**config.mk**
```make
export PLATFORM = sky130hd
export DESIGN_NAME = div_unit_flat
export DESIGN_NICKNAME = d
export VERILOG_FILES = /design/src/rtl/div_unit_if.sv /design/src/rtl/div_unit.sv /design/src/flat_wrapper.sv
export SDC_FILE = /design/constraint.sdc
export NUM_CORES = 1
export LEC_CHECK = 0
export ABC_AREA = 1
export CAP_MARGIN = 25
export CORE_UTILIZATION = 60
export DETAILED_ROUTE_END_ITERATION = 10
export PLACE_DENSITY = 0.81
export SLEW_MARGIN = 40
export SYNTH_ARGS = -nofsm -noshare
export SYNTH_HDL_FRONTEND = slang
export SYNTH_SLANG_ARGS = --single-unit
```
**constraint.sdc**
```tcl
create_clock -name clk -period 18.55 [get_ports clk]
set_clock_uncertainty 0.05 [all_clocks]
set_input_delay 3.71 -clock clk [delete_from_list [all_inputs] [get_ports clk]]
set_output_delay 3.71 -clock clk [all_outputs]
set_load 0.02 [all_outputs]
```
**src/rtl/div_unit_if.sv**
```systemverilog
// Request/response bundle between the EX stage and the iterative divider.
// Handshake: EX raises start and holds it (with operands stable at least on
// the first edge) until ready is seen; ready/result stay valid while start is
// high, and the divider returns to idle on the first edge where start is low.
interface div_unit_if #(parameter int WIDTH = 32);
  logic               signed_div;
  logic [WIDTH-1:0]   opdata1;
  logic [WIDTH-1:0]   opdata2;
  logic               start;
  logic               annul;
  logic [2*WIDTH-1:0] result;
  logic               ready;
  logic               busy;
  logic [1:0]         state_dbg;

  modport master (
    output signed_div, opdata1, opdata2, start, annul,
    input  result, ready, busy, state_dbg
  );

  modport slave (
    input  signed_div, opdata1, opdata2, start, annul,
    output result, ready, busy, state_dbg
  );
endinterface

```
**src/rtl/div_unit.sv**
```systemverilog
// Iterative restoring divider for MIPS DIV/DIVU: one quotient bit per cycle,
// result is {remainder, quotient} for the HI/LO write-back.
module div_unit #(
  parameter int WIDTH = 32
) (
  input  logic       clk,
  input  logic       rst,
  div_unit_if.slave  bus
);

  localparam int CW = $clog2(WIDTH);

  typedef enum logic [1:0] {FREE, BYZERO, ON, END} state_t;

  state_t               state, state_n;
  logic [CW-1:0]        cnt, cnt_n;
  logic [2*WIDTH:0]     shreg, shreg_n;
  logic [WIDTH-1:0]     divisor, divisor_n;
  logic                 negq, negq_n, negr, negr_n;
  logic [2*WIDTH-1:0]   result, result_n;
  logic                 ready, ready_n, busy, busy_n;

  logic [2*WIDTH:0]     shifted, step;
  logic [WIDTH+1:0]     trial;
  logic [WIDTH-1:0]     mag1, mag2, quo, rem;

  always_comb begin
    state_n   = state;
    cnt_n     = cnt;
    shreg_n   = shreg;
    divisor_n = divisor;
    negq_n    = negq;
    negr_n    = negr;
    result_n  = result;
    ready_n   = ready;

    // Signed operands are reduced to magnitudes; the signs are reapplied at the end.
    mag1 = (bus.signed_div && bus.opdata1[WIDTH-1]) ? -bus.opdata1 : bus.opdata1;
    mag2 = (bus.signed_div && bus.opdata2[WIDTH-1]) ? -bus.opdata2 : bus.opdata2;

    shifted = shreg << 1;
    trial   = {1'b0, shifted[2*WIDTH:WIDTH]} - {2'b00, divisor};
    step    = trial[WIDTH+1] ? shifted
                             : {trial[WIDTH:0], shifted[WIDTH-1:1], 1'b1};
    quo     = step[WIDTH-1:0];
    rem     = step[2*WIDTH-1:WIDTH];

    if (bus.annul) begin
      state_n  = FREE;
      ready_n  = 1'b0;
      result_n = '0;
    end else begin
      case (state)
        FREE: begin
          if (bus.start) begin
            if (bus.opdata2 == '0) begin
              state_n = BYZERO;
            end else begin
              state_n   = ON;
              shreg_n   = {{(WIDTH+1){1'b0}}, mag1};
              divisor_n = mag2;
              negq_n    = bus.signed_div & (bus.opdata1[WIDTH-1] ^ bus.opdata2[WIDTH-1]);
              negr_n    = bus.signed_div & bus.opdata1[WIDTH-1];
              cnt_n     = '0;
            end
          end
        end
        BYZERO: begin
          state_n  = END;
          result_n = '0;
          ready_n  = 1'b1;
        end
        ON: begin
          shreg_n = step;
          cnt_n   = cnt + CW'(1);
          if (cnt == CW'(WIDTH-1)) begin
            state_n  = END;
            result_n = {negr ? -rem : rem, negq ? -quo : quo};
            ready_n  = 1'b1;
          end
        end
        END: begin
          if (!bus.start) begin
            state_n  = FREE;
            ready_n  = 1'b0;
            result_n = '0;
          end
        end
        default: begin
          state_n = FREE;
        end
      endcase
    end

    busy_n = (state_n != FREE);
  end

  always_ff @(posedge clk or posedge rst) begin
    if (rst) begin
      state   <= FREE;
      cnt     <= '0;
      shreg   <= '0;
      divisor <= '0;
      negq    <= 1'b0;
      negr    <= 1'b0;
      result  <= '0;
      ready   <= 1'b0;
      busy    <= 1'b0;
    end else begin
      state   <= state_n;
      cnt     <= cnt_n;
      shreg   <= shreg_n;
      divisor <= divisor_n;
      negq    <= negq_n;
      negr    <= negr_n;
      result  <= result_n;
      ready   <= ready_n;
      busy    <= busy_n;
    end
  end

  assign bus.result    = result;
  assign bus.ready     = ready;
  assign bus.busy      = busy;
  assign bus.state_dbg = state;

endmodule

```
**src/flat_wrapper.sv**
```systemverilog
// flat-port wrapper written by rule: the top's interface ports become plain ports
module div_unit_flat 
#(
  parameter int WIDTH = 32
)
  (clk, rst, bus_signed_div, bus_opdata1, bus_opdata2, bus_start, bus_annul, bus_result, bus_ready, bus_busy, bus_state_dbg);
  div_unit_if #(.WIDTH(WIDTH)) bus_i ();
  input  logic clk;
  input  logic rst;
  input wire logic [$bits(bus_i.signed_div)-1:0] bus_signed_div;
  input wire logic [$bits(bus_i.opdata1)-1:0] bus_opdata1;
  input wire logic [$bits(bus_i.opdata2)-1:0] bus_opdata2;
  input wire logic [$bits(bus_i.start)-1:0] bus_start;
  input wire logic [$bits(bus_i.annul)-1:0] bus_annul;
  output wire logic [$bits(bus_i.result)-1:0] bus_result;
  output wire logic [$bits(bus_i.ready)-1:0] bus_ready;
  output wire logic [$bits(bus_i.busy)-1:0] bus_busy;
  output wire logic [$bits(bus_i.state_dbg)-1:0] bus_state_dbg;
  assign bus_i.signed_div = bus_signed_div;
  assign bus_i.opdata1 = bus_opdata1;
  assign bus_i.opdata2 = bus_opdata2;
  assign bus_i.start = bus_start;
  assign bus_i.annul = bus_annul;
  assign bus_result = bus_i.result;
  assign bus_ready = bus_i.ready;
  assign bus_busy = bus_i.busy;
  assign bus_state_dbg = bus_i.state_dbg;
  div_unit #(.WIDTH(WIDTH)) u_core (.clk(clk), .rst(rst), .bus(bus_i));
endmodule
```
==> results of run 1 <==
==> state kept, by name, summed over array words and instances (netlist names) <==
signal	cells
u_core.bus.result	64
u_core.shreg	64
u_core.divisor	32
u_core.cnt	5
u_core.bus.state_dbg	2
u_core.bus.busy	1
u_core.bus.ready	1
u_core.negq	1
u_core.negr	1
==> worst register-to-register path, delay by kind of cell, from the launching register on <==
kind | cells | cell delay (ns)
AO/OA/AOI/OAI | 5 | 0.93
adder cells (fa/ha/maj) | 2 | 0.57
buffers and inverters | 5 | 0.72
flip-flops | 1 | 0.36
AND/OR/NAND/NOR | 13 | 2.15
==> layout make-up <==
cell class	count	area, sq um	area share
inverter	264	1000	0.0672
clock inverter	14	168	0.0112
tap	275	344	0.0230
multi-input combinational	1451	7300	0.489
timing repair buffer	143	1410	0.0946
clock buffer	18	429	0.0287
sequential	171	4280	0.286
==> cells by family after synthesis <==
group           after synthesis  synth area share
compound gates              283             0.126
fa+ha+maj                    39            0.0387
xor+xnor                     71            0.0485
flops                       171             0.334
buf+inv                     320            0.0971
simple gates               1058             0.355
==> placed cells by master, fill, tap and decap left out, types with 3 or more instances in the layout <==
cell / Yosys / layout
a31oi_1: 5 / 5
inv_6: 0 / 4
nand3_2: 4 / 5
nand2_2: 27 / 27
nor3_1: 22 / 22
nand2_1: 619 / 619
nor2_1: 173 / 170
inv_1: 252 / 250
xnor2_1: 16 / 16
nor4_1: 9 / 9
buf_4: 1 / 7
nand4_1: 22 / 22
or2_2: 8 / 8
clkinv_8: 0 / 3
nand3b_1: 7 / 7
clkdlybuf4s50_1: 0 / 136
nor3_2: 3 / 3
inv_2: 10 / 10
a21oi_1: 60 / 60
o41ai_1: 3 / 3
ha_1: 38 / 38
nor2_2: 15 / 17
and2_1: 4 / 4
nand3_1: 133 / 132
o21ai_1: 6 / 6
a32o_1: 4 / 4
o21ai_0: 148 / 148
nor2_4: 2 / 3
clkbuf_16: 0 / 17
o22ai_1: 4 / 4
a22oi_1: 32 / 32
o21bai_1: 3 / 3
xor2_1: 55 / 55
o31ai_1: 5 / 5
inv_8: 0 / 4
dfrtp_1: 171 / 170
==> routing by layer <==
layer	vias to the layer above	track usage	wire length, um
met5	-	0	0
met4	0	0.146	1500
li1	6427	-	-
met1	6201	0.492	16900
met3	88	0.0417	2270
met2	505	0.592	18300
==> power by group <==
part / internal [W] / switching (W)
Combinational: 0.000449 / 0.00106
Sequential: 0.000438 / 0.0000828
Clock: 0.000193 / 0.000176
==> per-stage QoR <==
stage	utilization	hold slack [ns]	cell area (sq um)
detailed placement	0.684	0.416	14300
floorplan	-	0.403	12800
finish	0.713	0.431	14900
global placement	0.684	0.413	14300
global route	0.713	0.451	14900
CTS	0.713	0.433	14900
==> Yosys cell counts (3+ instances only) <==
| library cell | n |
|---|---|
| nor2_2 | 15 |
| nand4_1 | 22 |
| and2_1 | 4 |
| o41ai_1 | 3 |
| o21bai_1 | 3 |
| buf_2 | 6 |
| nand2_1 | 619 |
| nor4_1 | 9 |
| nor3_1 | 22 |
| nand3_1 | 133 |
| o21ai_0 | 148 |
| xor2_1 | 55 |
| o31ai_1 | 5 |
| inv_2 | 10 |
| xnor2_1 | 16 |
| inv_1 | 252 |
| or2_2 | 8 |
| a21oi_1 | 60 |
| o22ai_1 | 4 |
| ha_1 | 38 |
| nand3_2 | 4 |
| a22oi_1 | 32 |
| clkbuf_1 | 38 |
| nor3_2 | 3 |
| o21ai_1 | 6 |
| nor2_1 | 173 |
| a31oi_1 | 5 |
| nand2_2 | 27 |
| a32o_1 | 4 |
| nand3b_1 | 7 |
| buf_1 | 8 |
| dfrtp_1 | 171 |
==> worst max-delay path by stage <==
stage                    endpoint  slack, ns  depth (start not counted)
3_3_place_gp   u_core.divisor[28]      11.62                         13
4_1_cts        u_core.divisor[28]      11.88                         13
5_1_grt        u_core.divisor[28]      11.62                         13
3_5_place_dp   u_core.divisor[28]      11.48                         13
6_report       u_core.divisor[28]      11.82                         13
2_1_floorplan     u_core.bus.busy      10.16                          1
==> key figures, run 1 <==
Setup path
  – Worst-path maximum fanout: 65
  – R2r startpoint: u_core.divisor[28]
  – Critical path's slowest cell: buf_4
  – CP endpoint kind: register
  – Worst path top cell family by delay: buffers and inverters
  – Critical Path RT: around 19 ns
  – CP Launch Type: input port
  – Data arrival, critical path: ~7 ns
  – Crit path largest cell delay: roughly 0.53 ns
  – Worst r2r path cells: 25
  – Critical path class: in2reg
  – CP cell instances: clkdlybuf4s50_1 > nor4_1 > nand4_1 > nor3_1 > nand2_1 > nand3_2 > buf_4 > nor2_2 > inv_1 > buf_4 > a21oi_1 > o21ai_0 > o21ai_0
  – RR Endpoint: u_core.bus.result[26]
  – Reg-to-reg setup timing slack: ~14 ns
  – Critical path buffer and inverter count: 4
  – Worst Setup SP: bus_opdata2[14]

STA
  – Setup TNS: 0 ns
  – Final Cycle Share: 0.363
  – Final Hold Viols: 0
  – Fmax: ~150 MHz
  – Max-slew headroom: 0.473
  – Final min period: slightly below 7 ns
  – RSZ-0062 raised after global routing: no
  – Slew @ Worst Pin: ~0.78 ns
  – Final setup margin: 11.82 ns
  – Slew Limit Fails: 0
  – Setup violators final: 0

Clocking
  – Post-CTS setup buffer count: 0
  – CTS H-tree lvls: 4
  – CTS resizes: 0
  – CTS clk-pin slew, worst paths: 0.08 ns
  – Clock buffer depth: 2
  – Clk root buf: clkbuf_16
  – CTS Hold Bufs: 0
  – TritonCTS Buffers: 17
  – Worst-skew pair later-pin latency: about 0.44 ns
  – CTS tree: yes
  – Clock Sinks: 171

Detailed routing
  – DR vias: between 10k and 15k
  – TritonRoute pass-1 iters: 9
  – DRT antenna net count: 0
  – DR DRC count: 3
  – Aggregate routed wire length: slightly below 40000 um
  – WL per Instance: 16.7 um
  – Vias per cell: 5.66
  – DR iter-0 viols: ~1.1k

Hold path
  – Worst Hold Endpoint: u_core.bus.result[57]
  – Hold Crit Class: reg2reg
  – Hold path start: u_core.bus.result[57]
  – Hold depth: 2

Floorplanning
  – Starting density of the core: 0.611
  – Die height: around 150 um
  – Core area: 21000 sq um
  – Cell Rows: 53
  – Die ar.: approximately 22000 sq um
  – Ports: approximately 140
  – Die X: around 150 um

Layout
  – Fillers: ~1.8k
  – Share of cells above drive strength 1: 0.0616
  – Area grow syn2layout: 16.7%
  – Layout net count: 2156
  – Non-Filler Instances: between 2k and 2.5k
  – Ant. Diodes: 0

Logic synthesis
  – Top cell type's share of synthesized area: 0.334
  – FF+latch count, synth: 171
  – Synth cell types: 53
  – Top_reg_cell synth: dfrtp_1
  – Post-synth ARST share: 1.00
  – Register area share after synthesis: 0.334
  – Syn. warnings: 0
  – Area leader, netlist: dfrtp_1
  – Post-Syn Instances: around 1.9k
  – Synthesized area: 12800 sq um
  – Ranking of synthesized cells by area: dfrtp_1 33%, nand2_1 18%, inv_1 7.4%
  – Post-synth EDFFs: 0
  – Synth Area per Inst: approximately 6.6 sq um
  – Net Count, Synth: ~2.1k

Flow run
  – Max cap viols: 0

Placed design
  – Pre-CTS WS: approximately 11 ns
  – Buffers added on ports: approximately 140
  – Placed cells: around 2.3k
  – DPL Wire Length: 29900 um
  – GPL Wtd Cong: roughly 1

Global route
  – Initial antenna violation count: 0
  – Global-route wire length before repair: approximately 62000 um
  – Vias in the first global route: approximately 12k
  – Largest net degree at the start of global routing: 122
  – GR Overflow Total: 0
  – GR Util All Layers: 0.363

Outcome
  – Failing checks: DRC
  – Run status: finished, violations left

Power and ir drop
  – Leak: approximately 7.6 nW
  – Worst vdd ir: 0.0000852 V
  – Pwr Density: 161 nW/um^2
  – Tot Pwr: 0.00240 W
Note: power is estimated with default switching activity, not from simulation.
==> run 2, diff against run 1 <==
- CORE_UTILIZATION: 60 -> 58
- PLACE_DENSITY: 0.81 -> 0.79
- clock period: 18.55 -> 7.03 ns (I/O delays scaled with it)
==> run 2 against run 1 <==
  * The run now ends clean
  * Combinational power rose to 2.6 times the previous value
  * Cell count rose by 0.26%
  * First-iteration DRC count fell by 3.5%
  * Via count fell by 0.12%
  * Wire length fell by 1.6%
  * Clock-buffer cell count fell by 1
  * Critical path depth rose by 11
  * Global-route usage fell by 1.4 points
  * Cell area barely moved
  * Hold slack barely moved
  * Die area rose by 3.4%
  * Sequential share of layout area barely moved
  * Critical endpoint is now u_core.bus.result[26]
==> key figures, run 2 (same netlist as run 1, synthesis figures left out) <==
Setup path
  – Critical path's slowest cell: dfrtp_1
  – Reg-to-reg setup timing slack: around 2.4 ns
  – Critical path buffer and inverter count: 4
  – Most common cell on crit path: nand2_1
  – Worst path top cell family by delay: simple AND/OR/NAND/NOR gates
  – Critical path class: reg2reg
  – Worst r2r path cells: 24
  – Crit path largest cell delay: 0.38 ns
  – Critical Path RT: around 7.4 ns
  – CP Launch Type: register
  – CP cell instances: inv_1 > ha_1 > a21oi_1 > nand2_1 > a21oi_2 > nor2_2 > nor2_8 > nand2_8 > inv_2 > ha_1 > inv_1 > nor3_2 > inv_1 > nor2_2 > nand2_1 > nor3_2 > nand2_1 > nor2_2 > nand2_1 > o31ai_2 > o21ai_2 > o21ai_1 > nand2_1 > o21ai_1
  – CP endpoint kind: register
  – RR Endpoint: u_core.bus.result[26]
  – R2r startpoint: u_core.divisor[24]
  – Data arrival, critical path: between 4 and 5 ns
  – Worst-path maximum fanout: a little over 40

Clocking
  – CTS tree: yes
  – CTS resizes: 0
  – CTS Hold Bufs: 0
  – Post-CTS setup buffer count: 0
  – Clk root buf: clkbuf_16
  – Clock Sinks: about 170
  – Worst-skew pair later-pin latency: 0.44 ns
  – Clock buffer depth: 2
  – CTS H-tree lvls: 4
  – CTS clk-pin slew, worst paths: ~0.080 ns
  – TritonCTS Buffers: 17

Global route
  – Largest net degree at the start of global routing: 120
  – Initial antenna violation count: 0
  – Most Crowded Layer GR: met2
  – GR Util All Layers: 0.349
  – GR Overflow Total: 0
  – Met2 Usage GRT: 0.565
  – Met3 usage in global routing: 0.0409
  – Vias in the first global route: approximately 12k
  – Routing usage on met1: 0.476
  – Global-route wire length before repair: ~60000 um

STA
  – RSZ-0062 raised after global routing: no
  – Fmax: about 220 MHz
  – Slew @ Worst Pin: approximately 0.86 ns
  – Max-slew headroom: 0.424
  – Final setup margin: 2.44 ns
  – Slew Limit Fails: 0
  – Final min period: approximately 4.6 ns
  – Final Hold Viols: 0
  – Hold slack: 0.431 ns
  – Setup violators final: 0
  – Final Cycle Share: 0.653
  – Setup TNS: 0 ns

Layout
  – Leading cell type in the layout, fill and taps excluded: nand2_1
  – Ant. Diodes: 0
  – Layout net count: 2157
  – Fillers: between 1.5k and 2k
  – Design Area, Final: ~15000 sq um
  – Most frequent cells in the layout: 619 x nand2_1, 249 x inv_1, 171 x dfrtp_1
  – Area grow syn2layout: 16.8%
  – Top Registers: u_core.bus.result (64), u_core.shreg (64), u_core.divisor (32)
  – Share of cells above drive strength 1: 0.0626

Hold path
  – Hold Crit Class: reg2reg
  – Hold depth: 2
  – Hold path start: u_core.bus.result[48]
  – Worst Hold Endpoint: u_core.bus.result[48]

Detailed routing
  – WL per Instance: approximately 16 um
  – DR vias: between 10k and 15k
  – DR iter-0 viols: just over 1k
  – DR DRC count: 0
  – Aggregate routed wire length: 38300 um
  – DRT antenna net count: 0
  – TritonRoute pass-1 iters: 8
  – Vias per cell: 5.64

Flow run
  – Max cap viols: 0

Placed design
  – GPL Wtd Cong: between 1 and 1.5
  – DP Area: about 14000 sq um
  – DPL Wire Length: between 20000 and 30000 um
  – Pre-CTS WS: between 2 and 2.5 ns
  – Buffers added on ports: between 100 and 150

Floorplanning
  – Die height: ~150 um
  – Cell Rows: 54
  – Core area: roughly 22000 sq um
  – Die X: 151 um
  – Die ar.: between 20000 and 25000 sq um
  – Ports: approximately 140
  – Starting density of the core: 0.589

Power and ir drop
  – Worst vdd ir: approximately 0.00028 V
  – Leak: 7.57 nW
  – Pwr Density: approximately 420 nW/um^2

Outcome
  – Run status: finished, final reports clean
==> run 2: worst max-delay path by stage <==
stage | start | end | slack (ns) | depth (start not counted)
finish | u_core.divisor[24] | u_core.bus.result[26] | 2.44 | 24
global placement | bus_opdata2[15] | u_core.cnt[3] | 2.16 | 12
CTS | bus_opdata2[15] | u_core.negq | 2.48 | 12
global route | u_core.divisor[24] | u_core.bus.result[24] | 1.98 | 24
floorplan | rst | u_core.bus.busy | 0.94 | 1
detailed placement | bus_opdata2[15] | u_core.negq | 2.08 | 12
==> run 2: worst reg2reg max path, delay by kind of cell (launching register included) <==
| kind | cells | cell delay (ns) |
|---|---|---|
| buffers and inverters | 4 | 0.55 |
| AO/OA/AOI/OAI | 6 | 1.12 |
| AND/OR/NAND/NOR | 12 | 1.87 |
| adder cells (fa/ha/maj) | 2 | 0.54 |
| flip-flops | 1 | 0.38 |
==> run 2: per-layer routing <==
layer	share of wire	routed length, um
met5	0	0
met4	0.042	1610
met2	0.46	17500
met3	0.064	2450
met1	0.44	16700
==> run 2: area by class of cell <==
cell class	count	area (sq um)	share of cell area
multi-input combinational	1451	7300	0.488
sequential	171	4280	0.286
timing repair buffer	144	1420	0.0950
inverter	264	1000	0.0672
clock buffer	17	425	0.0284
clock inverter	15	173	0.0115
tap	280	350	0.0234
==> run 2: power by group <==
part           internal (W)  leakage (nW)  total (W)  switching [W]
combinational       0.00118          5.03    0.00394        0.00276
clock              0.000508         0.292   0.000969       0.000461
sequential          0.00115          2.25    0.00137       0.000211
total               0.00285          7.57    0.00628        0.00343
==> run 2: through the flow <==
step | util | power [W] | std cells
after floorplan | - | 0.00426 | 1942
after global placement | 0.660 | 0.00517 | 2310
after detailed placement | 0.660 | 0.00522 | 2310
after CTS | 0.687 | 0.00620 | 2342
after global routing | 0.687 | 0.00682 | 2342
final | 0.687 | 0.00628 | 2342
==> run 3, diff against run 2 <==
- clock period: 7.03 -> 4.3 ns (I/O delays scaled with it)
==> run 3 against run 2 <==
  * Clock-buffer cell count is 1 higher
  * Fmax up 17%
  * Combinational power rose by 72%
  * Wire length grew 9.5%
  * Non-clock buffer count rose by 11
  * Cell area up 0.90%
  * Cell count increased by 0.47%
  * Register-to-register slack lost 2.1 ns
  * Die area did not move
  * Power is 70% higher
  * Utilization grew 0.62 points
  * Critical path type unchanged
==> key figures, run 3 (same netlist as run 1, synthesis figures left out) <==
Layout
  – Layout net count: 2168
  – Leading cell type in the layout, fill and taps excluded: nand2_1
  – Area grow syn2layout: 17.8%
  – Ant. Diodes: 0
  – Area occupied by multi-input gates: 7300 sq um
  – Fillers: just under 2k
  – Sequential cell area: between 4000 and 5000 sq um
  – Most frequent cells in the layout: 619 x nand2_1, 250 x inv_1, 171 x dfrtp_1
  – Share of cells above drive strength 1: 0.0666
  – Top Registers: u_core.bus.result (64), u_core.shreg (64), u_core.divisor (32)

STA
  – Max-slew headroom: 0.413
  – Slew Limit Fails: 0
  – Slew @ Worst Pin: between 0.8 and 0.9 ns
  – Final Cycle Share: 0.915
  – Setup TNS: 0 ns
  – Final Hold Viols: 0
  – RSZ-0062 raised after global routing: no
  – Final min period: a little under 4 ns
  – Final setup margin: between 0.3 and 0.4 ns
  – Fmax: 254 MHz
  – Setup violators final: 0

Detailed routing
  – DR vias: ~13k
  – DR DRC count: 0
  – Vias per cell: ~5.7
  – DR iter-0 viols: between 1k and 1.5k
  – TritonRoute pass-1 iters: 6
  – DRT antenna net count: 0
  – Aggregate routed wire length: around 42000 um
  – WL per Instance: roughly 18 um

Hold path
  – Hold Crit Class: reg2reg

Clocking
  – CTS resizes: 0
  – TritonCTS Buffers: 17
  – Clk root buf: clkbuf_16
  – CTS clk-pin slew, worst paths: about 0.070 ns
  – CTS Hold Bufs: 0
  – Post-CTS setup buffer count: 0
  – CTS tree: yes
  – Clock buffer depth: 2
  – CTS H-tree lvls: 4
  – Worst-skew pair later-pin latency: 0.44 ns
  – Clock Sinks: 171

Floorplanning
  – Core area: about 22000 sq um
  – Ports: around 140
  – Die X: around 150 um
  – Die height: 151 um
  – Starting density of the core: 0.589
  – Die ar.: approximately 23000 sq um
  – Cell Rows: 54

Power and ir drop
  – Pwr Density: a little over 700 nW/um^2
  – Worst vdd ir: about 0.00047 V
  – Leak: about 7.6 nW

Setup path
  – CP cell instances: inv_1 > ha_1 > a21oi_1 > nand2_1 > a21oi_2 > nor2_2 > nor2_8 > nand2_8 > inv_2 > ha_1 > inv_1 > nor3_2 > inv_1 > nor2_2 > nand2_1 > nor3_2 > nand2_1 > nor2_2 > nand2_1 > o31ai_2 > o21ai_2 > o21ai_1 > nand2_1 > o21ai_1
  – CP endpoint kind: register
  – Worst path top cell family by delay: simple AND/OR/NAND/NOR gates
  – CP Launch Type: register
  – Critical path class: reg2reg
  – Critical Path RT: around 4.6 ns
  – Critical path buffer and inverter count: 4
  – Critical path's slowest cell: dfrtp_1
  – Worst-path maximum fanout: 6
  – Most common cell on crit path: nand2_1
  – Data arrival, critical path: 4.25 ns
  – Crit path largest cell delay: ~0.37 ns

Global route
  – Vias in the first global route: 12.6k
  – Global-route wire length before repair: 66400 um
  – Largest net degree at the start of global routing: between 90 and 100
  – Initial antenna violation count: 0
  – GR Overflow Total: 0
  – GR Util All Layers: 0.384

Placed design
  – GPL Wtd Cong: 1.01
  – DPL Wire Length: approximately 32000 um
  – Pre-CTS WS: between 0.3 and 0.4 ns
  – Buffers added on ports: about 140

Flow run
  – Max cap viols: 0

Outcome
  – Run status: finished, final reports clean
run 3: changes by cell type in the layout (fill, tap and decap cells not counted), sizes merged:
cell      previous run  this run
clkinvlp             1         3
clkinv              10         5
buf                  8        19
clkbuf              17        18
bufinv               1         4
inv                267       266
run 3: cell type report:
class	count	area share
Clock buffer	18	0.0284
Clock inverter	14	0.0137
Inverter	264	0.0659
Timing Repair Buffer	155	0.101
Sequential cell	171	0.284
Tap cell	280	0.0232
Multi-Input combinational cell	1451	0.484
run 3: metal layers:
| metal | up-vias | track usage | share of wire |
|---|---|---|---|
| li1 | 6451 | - | - |
| met1 | 6313 | 0.522 | 0.42 |
| met4 | 0 | 0.173 | 0.043 |
| met5 | - | 0 | 0 |
| met3 | 105 | 0.0512 | 0.082 |
| met2 | 628 | 0.609 | 0.46 |
run 3: tightest hold or removal path, stage by stage, from the launching register on:
cell and delay (ns):
dfrtp_1 0.34, nand2_1 0.05, nand2_1 0.05
run 3: power breakdown:
| group | switching (W) | internal [W] | total (W) |
|---|---|---|---|
| registers | 0.000330 | 0.00189 | 0.00222 |
| logic | 0.00478 | 0.00198 | 0.00676 |
| clock network | 0.000725 | 0.000988 | 0.00171 |
| total | 0.00583 | 0.00486 | 0.0107 |
run 3: worst paths after layout:
kind / from / endpoint / slack [ns] / cells past startpoint
max in group asynchronous: rst / u_core.divisor[27] / 2.45 / 3
max reg2reg: u_core.divisor[24] / u_core.bus.result[26] / 0.36 / 24
min in group asynchronous: rst / u_core.bus.result[46] / 0.81 / 2
min reg2reg: u_core.bus.result[39] / u_core.bus.result[39] / 0.43 / 2
min: u_core.bus.result[39] / u_core.bus.result[39] / 0.43 / 2
max: u_core.divisor[24] / u_core.bus.result[26] / 0.36 / 24
run 3: metrics by stage:
stage	instance area (sq um)	utilization	hold slack (ns)	instances	power, W
after global placement	14500	0.664	0.414	2321	0.00872
after floorplan	12800	-	0.403	1942	0.00697
after global routing	15100	0.694	0.447	2353	0.0115
final	15100	0.694	0.430	2353	0.0107
after detailed placement	14500	0.664	0.415	2321	0.00881
after CTS	15100	0.694	0.433	2353	0.0105
